`src/rtl/clock_enable_gen.sv`:
```
// Multi-channel clock-enable generator: each channel emits a one-cycle tick
// every div+1 clocks, with runtime-programmable divisors that take effect
// at the channel's next wrap (or immediately when the channel is idle).
module clock_enable_gen #(
  parameter int unsigned NUM_CH      = 2,
  parameter int unsigned CNT_W       = 20,
  parameter int unsigned DEFAULT_DIV = 400000,
  localparam int unsigned CH_W       = (NUM_CH > 1) ? $clog2(NUM_CH) : 1
) (
  input  logic              clk,
  input  logic              rst,
  input  logic [NUM_CH-1:0] ch_en,
  input  logic              sync,
  input  logic              wr_en,
  input  logic [CH_W-1:0]   wr_ch,
  input  logic [CNT_W-1:0]  wr_div,
  output logic [NUM_CH-1:0] tick,
  output logic [NUM_CH-1:0] pending
);

  localparam logic [CNT_W-1:0] RST_DIV = CNT_W'(DEFAULT_DIV);

  logic [CNT_W-1:0]  cnt      [NUM_CH];
  logic [CNT_W-1:0]  div_act  [NUM_CH];
  logic [CNT_W-1:0]  div_pend [NUM_CH];
  logic [NUM_CH-1:0] wr_hit;
  logic [NUM_CH-1:0] reload;

  // Per-channel write decode and restart condition (wrap, sync or idle).
  // Out-of-range channel indices match no channel and are dropped.
  always_comb begin
    wr_hit = '0;
    reload = '0;
    for (int c = 0; c < NUM_CH; c++) begin
      wr_hit[c] = wr_en && (wr_ch == CH_W'(c));
      reload[c] = sync || !ch_en[c] || (cnt[c] >= div_act[c]);
    end
  end

  // Counter, divisor staging and registered strobes for every channel.
  always_ff @(posedge clk) begin
    if (rst) begin
      for (int c = 0; c < NUM_CH; c++) begin
        cnt[c]      <= '0;
        div_act[c]  <= RST_DIV;
        div_pend[c] <= RST_DIV;
      end
      tick    <= '0;
      pending <= '0;
    end else begin
      for (int c = 0; c < NUM_CH; c++) begin
        tick[c] <= ch_en[c] && !sync && (cnt[c] == '0);
        if (reload[c]) begin
          // Restart point: a same-cycle write beats any staged divisor.
          cnt[c] <= '0;
          if (wr_hit[c]) begin
            div_act[c] <= wr_div;
          end else if (pending[c]) begin
            div_act[c] <= div_pend[c];
          end
          pending[c] <= 1'b0;
        end else begin
          cnt[c] <= cnt[c] + CNT_W'(1);
          if (wr_hit[c]) begin
            div_pend[c] <= wr_div;
            pending[c]  <= 1'b1;
          end
        end
      end
    end
  end

endmodule
```
`config.mk`:
```
export PLATFORM = sky130hd
export DESIGN_NAME = clock_enable_gen
export DESIGN_NICKNAME = d
export VERILOG_FILES = /design/src/rtl/clock_enable_gen.sv
export SDC_FILE = /design/constraint.sdc
export NUM_CORES = 1
export LEC_CHECK = 0
export ABC_AREA = 1
export CAP_MARGIN = 20
export CORE_AREA = 5 5 118 165
export DETAILED_ROUTE_END_ITERATION = 8
export DIE_AREA = 0 0 123 170
export HOLD_SLACK_MARGIN = 0.06
export PLACE_DENSITY = 0.64
export SYNTH_ARGS = -nofsm -noshare
export SYNTH_HDL_FRONTEND = slang
export SYNTH_SLANG_ARGS = --single-unit
export TNS_END_PERCENT = 5
```
`constraint.sdc`:
```
create_clock -name clk -period 4.7 [get_ports clk]
set_input_delay 0.94 -clock clk [delete_from_list [all_inputs] [get_ports clk]]
set_output_delay 0.94 -clock clk [all_outputs]
set_load 0.005 [all_outputs]
```
Yosys cells after proc, flatten, opt, wreduce, memory -nomap -nowiden
Memory sizes are Yosys's and may differ from the RTL's.
Cells that the tools add are included.
{"block": "op_classes", "n_addsub": 2, "multipliers": 0, "n_div": 0, "order_cmp": 2, "eq_ne": 0, "n_shift": 0, "mux": 48, "n_bitwise": 11, "n_reduce_logical": 17}
{"operator": "$mux W20", "count": 10}
{"operator": "$add A20 B1 Y20 const B", "count": 2}
{"operator": "$ge A20 B20 Y1", "count": 2}
{"operator": "$logic_not A20 Y1", "count": 2}
{"operator": "$mux W1", "count": 38}
{"operator": "$or A1 B1 Y1", "count": 10}
{"operator": "$logic_and A1 B1 Y1", "count": 6}
{"operator": "$logic_or A1 B1 Y1", "count": 4}
{"operator": "$reduce_or A2 Y1", "count": 2}
{"operator": "$logic_not A1 Y1", "count": 3}
{"operator": "$not A1 Y1", "count": 1}
{"block": "totals", "reg_bits": 4, "latchBits": 0, "ramBits": 120, "mem_bits_ro": 0, "input_bits": 27, "out_inout_bits": 4, "word_cells": 86, "n_memories": 3}
{"memory": "cnt", "words": 2, "word_bits": 20, "rd": 2, "rd_ports_with_merged_regs": 0, "wr": 2, "line_no": "23", "source": "logic [CNT_W-1:0] cnt [NUM_CH];"}
{"memory": "div_act", "words": 2, "word_bits": 20, "rd": 2, "rd_ports_with_merged_regs": 0, "wr": 2, "line_no": "24", "source": "logic [CNT_W-1:0] div_act [NUM_CH];"}
{"memory": "div_pend", "words": 2, "word_bits": 20, "rd": 2, "rd_ports_with_merged_regs": 0, "wr": 2, "line_no": "25", "source": "logic [CNT_W-1:0] div_pend [NUM_CH];"}

Depth between registers and ports, before layout
{"block": "depth", "depth_word": 8, "ltp_mapped": 18, "depth_no_buf": 17}

Least setup slack after synthesis
No wires, ideal clock.
{"block": "synth_path", "kind": "input port to flip-flop", "from": "input sync", "to": "memory div_pend[0][0], enable pin", "setup_ns": 0.425, "arrival_time_ns": 2.968, "required_time_ns": 4.275, "setup_slack_ns": 1.307, "path_stages": 9, "n_path_buf": 0, "cell_sequence": "inv_2 nand2_1 nor2_1 nand2_1 clkinv_1 nand2_1 nor2_2 nand2_4 o21ai_0"}
{"element": "from (decl)", "line_no": "13", "source": "input logic sync,"}
{"element": "to (decl)", "line_no": "25"}

==> flow_metrics.env <==
export IMPL_num_rows=58
export IMPL_yosysWarnings=0
export IMPL_final_common_cell="nand2_1"
export IMPL_slowest_stage="nand2_1"
export IMPL_worstPathCellList="clkdlybuf4s50_1 -> inv_2 -> nand2_1 -> nor2_1 -> nand2_1 -> clkinv_1 -> nand2_2 -> a21oi_4 -> nand4_2 -> nand2_1"
export IMPL_met1_usage=0.188
export IMPL_initial_core_util=0.395
export IMPL_use_met2=0.268
export IMPL_nFillCells=1698
export IMPL_yosysSeqAreaShare=0.524
export IMPL_ff2ff_setup_slack_ns=1.64
export IMPL_cts_sinks=124
export IMPL_h_tree_depth=4
export IMPL_r2r_start="cnt[1][7]"
export IMPL_dp_hpwl_mm=11.4
export IMPL_grt_max_degree=35
export IMPL_vias_per_cell=4.73
export IMPL_rsz0062_at_grt="false"
export IMPL_cts_buffers=17
export IMPL_grt_pass1_wl_mm=24.9
export IMPL_first_pass_iters=5
export IMPL_syn_inst=747
export IMPL_swShare=0.237
export IMPL_critical_path_max_stage_delay_ns=0.83
export IMPL_place_inst=1043
export IMPL_pwr_share_comb=0.083
export IMPL_finalHoldViolations=0
export IMPL_dieArea_um2=20900
export IMPL_arrival_ns=3.26
export IMPL_skew_ns=0.00911
export IMPL_synth_area_per_cell_um2=9.40
export IMPL_yosys_area_top_type="edfxtp_1"
export IMPL_hold_depth=2
export IMPL_worst_pin_slew_ns=0.888
export IMPL_cts_tree="yes"
export IMPL_gr_usage_all_layers=0.156
export IMPL_synth_area_leaders="edfxtp_1 51%, nand2_1 9.4%, ha_1 7.8%, inv_1 5.8%, nor2_1 4.1%"
export IMPL_crit_fanout=20
export IMPL_p_per_area_nw_per_um2=348
export IMPL_instances_no_fill=1075
export IMPL_antenna_left=0
export IMPL_wl_mm=15.2
export IMPL_tns_ns=0
export IMPL_p_leak_uw=0.00349
export IMPL_syn_to_final_growth_pct=17.5
export IMPL_layout_setup_ws_ns=1.48
export IMPL_cellInternalPower_uw=2190
export IMPL_drv_slew=0
export IMPL_r2r_cells=10
export IMPL_portBuffers=30
export IMPL_fin_crit_ns=3.22
export IMPL_use_met3=0.0249
export IMPL_path_clk_slew_ns=0.05
export IMPL_finalCritPeriodShare=0.686
export IMPL_overflow=0
export IMPL_boundaryPins=31
export IMPL_cpMostUsedCell="nand2_1"
export IMPL_r2r_end="div_pend[0][25]"
export IMPL_coreArea_um2=17800
export IMPL_routabilityCongestion=0.869
export IMPL_status="finished, final reports clean"
export IMPL_post_cts_buffers=0
export IMPL_die_y_um=170
export IMPL_max_clock_freq_mhz=310
export IMPL_drc=0
export IMPL_yosysUniqueCellTypes=43
export IMPL_vdd_ir_drop_max_mv=0.219
export IMPL_min_to="div_act[1][3]"
export IMPL_worstSetupEndpointType="flip-flop"
export IMPL_worstSkewPairLatency_ns=0.41
export IMPL_root_buffer="clkbuf_16"
export IMPL_yosys_register_bits=124
export IMPL_synth_area_um2=7020
export IMPL_path_class="primary input to flip-flop"
export IMPL_busiest_layer="met2"
export IMPL_required_ns=4.73
export IMPL_cts_resized_gates=0
export IMPL_hp_class="flip-flop to flip-flop"
export IMPL_hold_worst_slack_ns=0.527
export IMPL_nets=893
export IMPL_max_slew_margin_rel=0.406
export IMPL_worstSetupStartpointType="primary input"
export IMPL_routedWlPerCell_um=14.1
export IMPL_vias=5085
export IMPL_maxCapViolCount=0
export IMPL_pwr_share_seq=0.456
export IMPL_antenna_found_initial=0
export IMPL_die_x_um=123
export IMPL_drt_first_iter_violations=311
export IMPL_clkPwrFrac=0.461
export IMPL_synth_top_area_share=0.513
export IMPL_hold_buffers=0
export IMPL_n_antenna_cell=0
export IMPL_min_from="div_pend[0][23]"
export IMPL_final_cell_mix="176 x nand2_1, 120 x edfxtp_1, 109 x inv_1"
export IMPL_pre_cts_ws_ns=1.12
export IMPL_setup_violations_final=0
export IMPL_drive_gt1_frac=0.0958
export IMPL_power_switching_uw=682
export IMPL_cts_buffer_depth=2
export IMPL_grt_pass1_vias=5065
-- registers in the layout, summed over array words and instances, names as in the netlist --
register  count
pending       2
div_pend     40
cnt          40
div_act      40
tick          2
-- worst max-delay path by stage --
stage,cells past startpoint,start,to,slack (ns)
floorplan,9,sync,div_pend[0][0],1.31
global placement,10,sync,div_pend[0][23],1.19
detailed placement,10,sync,div_pend[0][25],1.12
CTS,10,sync,div_pend[0][35],1.54
global route,10,sync,div_pend[0][37],1.32
finish,10,sync,div_pend[0][25],1.48
-- cells by family after synthesis --
family	Yosys count	share of synthesized area
flops	124	0.524
compound gates	67	0.0524
fa+ha+maj	44	0.0784
other cells	1	0.000534
xor+xnor	20	0.0249
simple gates	358	0.237
buf+inv	133	0.0823
-- worst max-delay path: cells and delay by family --
kind,cells,cell delay (ns)
compound gates,1,0.20
buf+inv,3,0.59
simple gates,6,1.52
-- cell type report --
cell class	instances	area, µm²	share of cell area
multi-input combinational	529	2910	0.352
tap	240	300	0.0364
clock inverter	15	174	0.0211
timing repair buffer	31	308	0.0373
sequential	124	3680	0.446
inverter	119	454	0.0550
clock buffer	17	425	0.0515
-- synthesized netlist by cell type --
cell	count
nand4_1	12
nand3_1	24
nand2_8	1
nor2_1	77
a21oi_1	43
clkinv_1	2
nor2_2	15
buf_6	3
nor3b_2	2
o21bai_1	1
inv_4	1
nand2_2	4
nand2_4	4
nand3_2	4
buf_4	1
nor3_1	15
a21oi_4	1
nor2_4	1
conb_1	1
nand3_4	1
a21o_1	3
ha_1	44
inv_2	6
xor2_1	16
nand2_1	176
nand3b_1	1
o21ai_0	8
buf_12	1
buf_2	5
buf_8	2
nor3b_1	4
nor4_1	13
inv_1	109
o21ai_1	8
nor3_4	1
nand4_2	1
nor3_2	2
xnor2_1	4
inv_6	1
dfxtp_1	4
o21ai_2	3
edfxtp_1	120
clkbuf_1	2
-- routing by layer --
metal,part of all wire,wire length (µm)
met1,0.42,6330
met2,0.51,7810
met3,0.036,547
met4,0.032,478
met5,0,0
-- stage by stage --
stage	utilization	power [µW]	area (µm²)
CTS	0.464	2900	8250
global placement	0.431	1560	7650
finish	0.464	2870	8250
floorplan	-	1490	7170
global route	0.464	2990	8250
detailed placement	0.431	1570	7650
-- power by group through the flow --
stage | Combinational, µW | Sequential, µW | Clock, µW
2_1_floorplan | 171 | 1320 | 0
3_3_place_gp | 233 | 1330 | 0
3_5_place_dp | 237 | 1330 | 0
4_1_cts | 240 | 1310 | 1340
5_1_grt | 273 | 1320 | 1410
6_report | 238 | 1310 | 1330
Note: power is estimated with default switching activity, not from simulation.
